===== src/rtl/wb_arb_pkg.sv =====
// Shared types and constants for the Wishbone register-bus arbiter.
package wb_arb_pkg;

  localparam int NM_MAX    = 4;
  localparam int TIMEOUT_W = 8;

  typedef enum logic [1:0] {
    IDLE,
    BUSY,
    ERR
  } state_t;

endpackage


===== src/rtl/wb_arbiter_rr_pick.sv =====
// Combinational round-robin selector: first requester after index 'last',
// wrapping modulo NM. One-hot result, zero when nothing is requested.
module rr_pick #(
  parameter int NM = 2,
  parameter int LW = (NM > 1) ? $clog2(NM) : 1
) (
  input  logic [NM-1:0] req,
  input  logic [LW-1:0] last,
  output logic [NM-1:0] gnt
);

  always_comb begin
    int unsigned idx;
    logic        found;
    gnt   = '0;
    found = 1'b0;
    idx   = 0;
    for (int unsigned i = 1; i <= NM; i++) begin
      idx = (32'(last) + i) % NM;
      for (int unsigned k = 0; k < NM; k++) begin
        if (!found && k == idx && req[k]) begin
          gnt[k] = 1'b1;
          found  = 1'b1;
        end
      end
    end
  end

endmodule


===== src/rtl/wb_arbiter.sv =====
// Round-robin Wishbone arbiter: one master owns the slave per bus cycle,
// with error termination of accesses the slave never acknowledges.
module wb_arbiter
  import wb_arb_pkg::*;
#(
  parameter int NM      = 2,
  parameter int AW      = 8,
  parameter int DW      = 8,
  parameter int TIMEOUT = 15
) (
  input  logic             wb_clk_i,
  input  logic             wb_rst_i,
  input  logic [NM-1:0]    m_cyc_i,
  input  logic [NM-1:0]    m_stb_i,
  input  logic [NM-1:0]    m_we_i,
  input  logic [NM*AW-1:0] m_adr_i,
  input  logic [NM*DW-1:0] m_dat_i,
  output logic [DW-1:0]    m_dat_o,
  output logic [NM-1:0]    m_ack_o,
  output logic [NM-1:0]    m_err_o,
  output logic [NM-1:0]    gnt_o,
  output logic             s_cyc_o,
  output logic             s_stb_o,
  output logic             s_we_o,
  output logic [AW-1:0]    s_adr_o,
  output logic [DW-1:0]    s_dat_o,
  input  logic [DW-1:0]    s_dat_i,
  input  logic             s_ack_i
);

  localparam int LW = (NM > 1) ? $clog2(NM) : 1;

  state_t               state, state_nxt;
  logic [NM-1:0]        gnt, gnt_nxt, req, pick;
  logic [LW-1:0]        last_gnt, last_nxt, pick_idx;
  logic [TIMEOUT_W-1:0] cnt, cnt_nxt;
  logic                 cyc_g, stb_g, we_g, timeout;
  logic [AW-1:0]        adr_g;
  logic [DW-1:0]        dat_g;

  assign req = m_cyc_i & m_stb_i;

  rr_pick #(.NM(NM)) u_pick (
    .req  (req),
    .last (last_gnt),
    .gnt  (pick)
  );

  // last_gnt doubles as the current owner index while BUSY/ERR
  always_comb begin
    cyc_g    = 1'b0;
    stb_g    = 1'b0;
    we_g     = 1'b0;
    adr_g    = '0;
    dat_g    = '0;
    pick_idx = '0;
    for (int unsigned k = 0; k < NM; k++) begin
      if (LW'(k) == last_gnt) begin
        cyc_g = m_cyc_i[k];
        stb_g = m_stb_i[k];
        we_g  = m_we_i[k];
        adr_g = m_adr_i[k*AW +: AW];
        dat_g = m_dat_i[k*DW +: DW];
      end
      if (pick[k]) pick_idx = LW'(k);
    end
  end

  assign timeout = (state == BUSY) && stb_g && !s_ack_i &&
                   (cnt == TIMEOUT_W'(TIMEOUT));

  always_ff @(posedge wb_clk_i) begin
    if (wb_rst_i) begin
      state    <= IDLE;
      gnt      <= '0;
      last_gnt <= LW'(NM - 1);
      cnt      <= '0;
    end else begin
      state    <= state_nxt;
      gnt      <= gnt_nxt;
      last_gnt <= last_nxt;
      cnt      <= cnt_nxt;
    end
  end

  always_comb begin
    state_nxt = state;
    gnt_nxt   = gnt;
    last_nxt  = last_gnt;
    cnt_nxt   = '0;
    unique case (state)
      IDLE: begin
        if (|req) begin
          gnt_nxt   = pick;
          last_nxt  = pick_idx;
          state_nxt = BUSY;
        end
      end
      BUSY: begin
        if (timeout) begin
          state_nxt = ERR;
        end else if (!cyc_g) begin
          state_nxt = IDLE;
          gnt_nxt   = '0;
        end else if (stb_g && !s_ack_i) begin
          cnt_nxt = cnt + 1'b1;
        end
      end
      ERR: begin
        if (!cyc_g) begin
          state_nxt = IDLE;
          gnt_nxt   = '0;
        end
      end
      default: state_nxt = IDLE;
    endcase
  end

  always_comb begin
    s_cyc_o = 1'b0;
    s_stb_o = 1'b0;
    s_we_o  = 1'b0;
    s_adr_o = '0;
    s_dat_o = '0;
    m_ack_o = '0;
    m_err_o = '0;
    if (state == BUSY) begin
      s_cyc_o = cyc_g;
      s_stb_o = stb_g;
      s_we_o  = we_g;
      s_adr_o = adr_g;
      s_dat_o = dat_g;
      for (int unsigned k = 0; k < NM; k++) begin
        if (LW'(k) == last_gnt) begin
          m_ack_o[k] = s_ack_i & stb_g;
          m_err_o[k] = timeout;
        end
      end
    end
  end

  assign m_dat_o = s_dat_i;
  assign gnt_o   = gnt;

endmodule

===== config.mk =====
export PLATFORM = sky130hd
export DESIGN_NAME = wb_arbiter
export DESIGN_NICKNAME = d
export VERILOG_FILES = /design/src/rtl/wb_arb_pkg.sv /design/src/rtl/wb_arbiter_rr_pick.sv /design/src/rtl/wb_arbiter.sv
export SDC_FILE = /design/constraint.sdc
export NUM_CORES = 1
export LEC_CHECK = 0
export CAP_MARGIN = 25
export CORE_MARGIN = 2
export CORE_UTILIZATION = 34
export CTS_BUF_LIST = sky130_fd_sc_hd__clkbuf_2
export DETAILED_ROUTE_END_ITERATION = 7
export HOLD_SLACK_MARGIN = 0.1
export PLACE_DENSITY_LB_ADDON = 0.2
export SLEW_MARGIN = 20
export SYNTH_ARGS = -nofsm -noshare
export SYNTH_HDL_FRONTEND = slang
export SYNTH_SLANG_ARGS = --single-unit

===== constraint.sdc =====
create_clock -name wb_clk_i -period 2.45 [get_ports wb_clk_i]
set_input_delay 0.245 -clock wb_clk_i [delete_from_list [all_inputs] [get_ports wb_clk_i]]
set_output_delay 0.245 -clock wb_clk_i [all_outputs]
set_load 0.01 [all_outputs]

==> metrics.yaml, run 1 <==
outcome: "complete, no violations"
drc: 0
fp.coreArea_um2: 3030
synth.largest_area_cell: "dfxtp_1"
critical-path-top-delay-family: "simple AND/OR/NAND/NOR gates"
skew_ns: 0.00192
cap_violations: 0
cts.sinks: 13
insertion_delay_ns: 0.27
dpl-instance-area_um2: 1720
grt_pass1_wl_um: 5000
yosys_register_bits: 13
wl_met3_um: 358
drt-total-wl_um: 3230
total_leakage_power_nw: 0.749
cp_max_fo: 4
final_common_cell: "clkdlybuf4s50_1"
grt_max_degree: 24
first_iter_violations: 32
placement.io_buffers: 65
wl_per_cell_um: 13.8
gp_congestion: 0.776
slowest_stage: "or4_1"
antenna_found_initial: 0
rsz0062_at_grt: "no"
drive_gt1_share_pct: 5.26
track_usage_pct: 18.1
synth_nets: 185
arrival_ns: 2.09
finalSetupViolCount: 0
cts_tree: "yes"
cts_buffers: 3
clk_pin_slew_ns: 0.12
die_area_um2: 3600
via_count: 1116
ant_nets: 0
relSlewSlack_pct: 58.9
ys_seq_area_share_pct: 24.4
critPathMaxStageDelay_ns: 0.57
end_kind: "output pin"
root_buffer: "clkbuf_2"
rows: 20
via_per_inst: 4.77
synth_cells: 131
final_cell_mix: "clkdlybuf4s50_1 (63), mux2i_1 (19), nor2b_1 (19)"
netlist_area_um2: 1060
post-route-period-util_pct: 95.3
post_synth_num_cell_types: 30
post-cts-setup-buffers: 0
drv_slew: 0
grt_overflow: 0
area_growth_pct: 63.3
met2_length_um: 1480
tns_ns: 0
critPathRequiredTime_ns: 2.20
clock.fmax_ghz: 0.428
avgSynthCellArea_um2: 8.13
initial_core_util_pct: 35.2
dpl.hpwl_um: 2600
synth_top_area_share_pct: 24.4
min_path_type: "reg2reg"
fin_area_um2: 1740
powerDensity_nw_per_um2: 326
fin_nets: 245
worst_pin_slew_ns: 0.614
first_pass_iters: 4
top_layer_used: "met4"
final.min_clock_period_ns: 2.34
cp_num_buf_inv: 1
fp.dieH_um: 60.0
htreeDepth: 1
cts.path.max_buffers: 2
peakVddDrop_mv: 0.273
ys_warn_count: 0
grt_pass1_vias: 1067
synthTopCellsByArea: "dfxtp_1 (24%), mux2i_1 (18%), nor2b_1 (11%)"
m1WireLength_um: 1350
diodes: 0
worstPathCellList: "or4_1, or4_4, nor2_1, clkdlybuf4s15_1"
crit_type: "reg2out"
die_w_um: 60.0
io_pins: 82
hold_buffers: 0
critPathLaunchType: "register"
hold_viol_final: 0
sequential cells by signal (all words and copies together), names as in the netlist:
signal / count
last_gnt: 1
state: 2
gnt_o: 2
cnt: 8
power breakdown:
part | total, mW | internal, mW | switching, mW | leakage [nW]
combinational | 0.234 | 0.144 | 0.0900 | 0.627
sequential | 0.220 | 0.216 | 0.00387 | 0.105
clock | 0.113 | 0.0433 | 0.0696 | 0.0166
total | 0.567 | 0.404 | 0.163 | 0.749
final timing paths:
check        startpoint         end  slack [ns]  cells past startpoint
max              cnt[4]  m_err_o[1]        0.11                      4
min              cnt[0]      cnt[0]        0.47                      1
max reg2reg      cnt[4]    gnt_o[1]        0.50                      5
min reg2reg      cnt[0]      cnt[0]        0.47                      1
routing by layer:
metal	track usage [%]	vias up
met4	5.71	0
met3	3.90	4
li1	-	557
met1	22.5	500
met5	0	-
met2	31.1	55
Yosys cell counts:
cell       instances
nand3b_1           1
a31oi_2            1
a21oi_1            2
nand3_1            2
nor2b_1           19
xnor2_1            4
mux2i_1           19
xor2_1             2
clkbuf_1           3
dfxtp_1           13
nor3_1             5
a31oi_1            2
buf_1              2
o2bb2ai_1          2
nand2_1            5
a211oi_1           1
buf_2              1
and3_1             3
or3_1              1
o22ai_1            1
o21bai_1           2
ha_1               5
nand4bb_1          1
buf_4              8
nor2_1            14
o211ai_1           1
nand2b_1           3
inv_1              5
o21ai_0            1
or4_1              2
layout make-up:
cell class	count	area (um2)
sequential	13	260
timing repair buffer	69	679
clock buffer	4	20.0
tap	44	55.1
inverter	5	18.8
fill	281	1290
multi-input combinational	99	706
logic make-up (layout without fill, tap and decap cells):
logic type	after synthesis	after routing	share of synthesized area, %
buf+inv	19	78	9.64
compound gates	13	13	8.81
flops	13	13	24.4
xor+xnor	6	6	4.94
mux	19	19	17.9
simple gates	56	56	28.4
fa+ha+maj	5	5	5.88
per-stage QoR:
stage	setup WS, ns	std cells	power, mW	hold WS [ns]	utilization, %
floorplan	0.589	131	0.339	0.314	-
global placement	0.124	230	0.454	0.430	56.7
detailed placement	0.0572	230	0.460	0.444	56.7
CTS	0.0754	234	0.571	0.466	57.4
global route	0.0173	234	0.596	0.479	57.4
finish	0.114	234	0.567	0.466	57.4
what timing repair did:
item | in CTS | in global routing
pin swaps | 0 | 0
setup endpoints to repair | 2 | 1
gates resized for setup | 3 | 1
worst reg2reg max path, delay by kind of cell, from the launching register on:
| family | cells | cell delay (ns) |
|---|---|---|
| buffers and inverters | 1 | 0.17 |
| AOI/OAI and AO/OA | 2 | 0.27 |
| DFF | 1 | 0.36 |
| and+or+nand+nor | 2 | 1.09 |
Note: power is estimated with default switching activity, not from simulation.
==> inputs of run 2 (changes only) <==
Settings changed: SLEW_MARGIN 20 to unset.
==> results of run 2 <==
Same layout as run 1: the final DEF is identical, and so are final timing and power.
==> inputs of run 3 (changes only) <==
Settings changed: CORE_MARGIN 2 to unset.
==> run 3 against run 2 <==
Net effect:
- the flow now finishes with violations (DRC)
- largest cell class unchanged
- combinational power is essentially flat
- hold slack lost 0.0027 ns
- global-route usage shrank 0.49 points
- utilization grew 2.5 points
- sequential power is essentially flat
==> metrics.yaml, run 3 (synthesis gave the netlist of run 1 again) <==
outcome: "finished with violations"  # was complete, no violations
violations: "DRC"
gp_congestion: 0.780  # was 0.776
clk_pin_slew_ns: 0.12  # about the same
cap_violations: 0  # unchanged
tns_ns: 0  # unchanged
fp.dieH_um: 58.0  # was 60.0 um
end_kind: "output pin"  # unchanged
peakVddDrop_mv: 0.309  # was 0.273 mV
final-seq-area_um2: 260  # unchanged
regMostFlops: "cnt"  # unchanged
final.min_clock_period_ns: 2.30  # was 2.34 ns
via_per_inst: 5.01  # was 4.77
reg2reg_from: "cnt[4]"  # unchanged
relSlewSlack_pct: 61.4  # was 58.9%
fill_cells: 262  # was 281
grt_pass1_wl_um: 4670  # was 5000 um
critical-path-top-delay-family: "simple AND/OR/NAND/NOR gates"  # unchanged
area_growth_pct: 60.6  # was 63.3%
switching_share_pct: 28.3  # was 28.8%
cts_buffers: 3  # unchanged
cp_common_cell: "or4_1"
min_path_type: "reg2reg"  # unchanged
critPathMaxStageDelay_ns: 0.54  # was 0.57 ns
drt-total-wl_um: 3080  # was 3230 um
pwr-share-comb_pct: 41.8  # was 41.3%
diodes: 0  # unchanged
crit_type: "reg2out"  # unchanged
htreeDepth: 1  # unchanged
worstPathCellList: "or4_1, or4_1, nor2_1, dlygate4sd2_1"  # was or4_1, or4_4, nor2_1, clkdlybuf4s15_1
power_switching_mw: 0.156  # was 0.163 mW
post-route-period-util_pct: 93.8  # was 95.3%
dpl-instance-area_um2: 1690  # was 1720 um2
worst_pin_slew_ns: 0.576  # was 0.614 ns
cp_max_fo: 4  # unchanged
final_cell_mix: "clkdlybuf4s50_1 (63), mux2i_1 (19), nor2b_1 (19)"  # unchanged
hold_viol_final: 0  # unchanged
cts.sinks: 13  # unchanged
grt_overflow: 0  # unchanged
p_seq_share_pct: 39.8  # was 38.8%
clock.fmax_ghz: 0.435  # was 0.428 GHz
place_inst: 216  # was 230
insertion_delay_ns: 0.26  # was 0.27 ns
total_leakage_power_nw: 0.746  # was 0.749 nW
placement.io_buffers: 65  # unchanged
die_area_um2: 3360  # was 3600 um2
fin_area_um2: 1710  # was 1740 um2
layoutNonFillerInstCount: 220  # was 234
min_delay_path_depth: 1  # unchanged
intPower_mw: 0.396  # was 0.404 mW
rows: 19  # was 20
skew_ns: 0.00876  # was 0.00192 ns
drive_gt1_share_pct: 4.23  # was 5.26%
largest_reg_flops: 8  # unchanged
die_w_um: 58.0  # was 60.0 um
antenna_found_initial: 0  # unchanged
wl_per_cell_um: 14.0  # was 13.8 um
root_buffer: "clkbuf_2"  # unchanged
via_count: 1103  # was 1116
fp.coreArea_um2: 2850  # was 3030 um2
cp.depth: 4  # unchanged
worstSetupStartpoint: "cnt[4]"  # unchanged
drv_slew: 0  # unchanged
first_iter_violations: 35  # was 32
first_pass_iters: 6  # was 4
post-route-util_pct: 60.0  # was 57.4%
initial_core_util_pct: 37.3  # was 35.2%
cp_num_buf_inv: 1  # unchanged
arrival_ns: 2.05  # was 2.09 ns
rsz0062_at_grt: "no"  # unchanged
powerDensity_nw_per_um2: 323  # was 326 nW/um2
multi_input_area_um2: 702  # was 706 um2
reg2regPathDepth: 5  # unchanged
critPathRequiredTime_ns: 2.20  # about the same
grt_pass1_vias: 1079  # was 1067
grt_max_degree: 24  # unchanged
track_usage_pct: 17.7  # was 18.1%
cts_tree: "yes"  # unchanged
whs_ns: 0.464  # was 0.466 ns
finalSetupViolCount: 0  # unchanged
io_pins: 82  # unchanged
rr_endpoint: "gnt_o[0]"  # was gnt_o[1]
ant_nets: 0  # unchanged
power.share.clock_pct: 18.4  # was 19.9%
dpl.hpwl_um: 2510  # was 2600 um
critPathLaunchType: "register"  # unchanged
slowest_stage: "or4_1"  # unchanged
rrSetupSlack_ns: 0.50  # about the same
crit_end: "m_err_o[0]"  # was m_err_o[1]
final_common_cell: "clkdlybuf4s50_1"  # unchanged
cts.path.max_buffers: 2  # unchanged
fin_nets: 244  # was 245
drc: 10  # was 0
==> run 3: cell count changes in the layout (fill, tap and decap cells not counted) <==
| cell | change |
|---|---|
| buf_4 | -1 |
| clkbuf_2 | -1 |
| clkdlybuf4s15_1 | -1 |
| clkinv_2 | +1 |
| dlygate4sd2_1 | +1 |
| or4_1 | +1 |
| or4_4 | -1 |
==> run 3: power by group through the flow <==
| stage | Clock (mW) | Sequential [mW] | Combinational (mW) |
|---|---|---|---|
| floorplan | 0 | 0.224 | 0.115 |
| global placement | 0 | 0.224 | 0.227 |
| detailed placement | 0 | 0.225 | 0.231 |
| CTS | 0.108 | 0.220 | 0.233 |
| global route | 0.116 | 0.221 | 0.248 |
| finish | 0.101 | 0.220 | 0.231 |
==> run 3: worst min path at each step <==
stage,start,end,slack (ns)
final,cnt[0],cnt[0],0.46
after global routing,cnt[0],cnt[0],0.48
after CTS,cnt[0],cnt[0],0.47
after detailed placement,cnt[0],cnt[0],0.45
after global placement,cnt[0],cnt[0],0.43
after floorplan,wb_rst_i,state[1],0.31
==> run 3: metrics by stage <==
stage	power [mW]	worst slack, ns
after floorplan	0.339	0.589
after CTS	0.560	0.122
after detailed placement	0.456	0.119
after global placement	0.451	0.121
final	0.552	0.151
after global routing	0.585	0.0174
==> run 3: layout make-up <==
cell class / instances / area share [%]
Clock buffer: 3 / 0.878
Multi-Input combinational cell: 99 / 41.0
Timing Repair Buffer: 68 / 39.2
Clock inverter: 1 / 0.293
Inverter: 5 / 1.10
Tap cell: 31 / 2.27
Sequential cell: 13 / 15.2
==> run 3: timing repair <==
item | CTS | global route
hold endpoints to repair | 0 | 0
hold buffers | 0 | 0
buffers inserted | 0 | 0
setup endpoints to repair | 2 | 0
gates resized for setup | 2 | 0
==> run 3: worst register-to-register path, delay by kind of cell, from the launching register on <==
family	cells	cell delay, ns
AO/OA/AOI/OAI	2	0.28
buffers and inverters	1	0.18
flip-flops	1	0.36
AND/OR/NAND/NOR	2	1.06
==> run 3: routing by layer <==
layer  global-route usage [%]  wire length, um  vias up
li1                         -                -      552
met1                     18.6             1150      495
met2                     34.0             1530       52
met3                     4.02              371        4
met4                     6.12               36        0
met5                        0                0        -
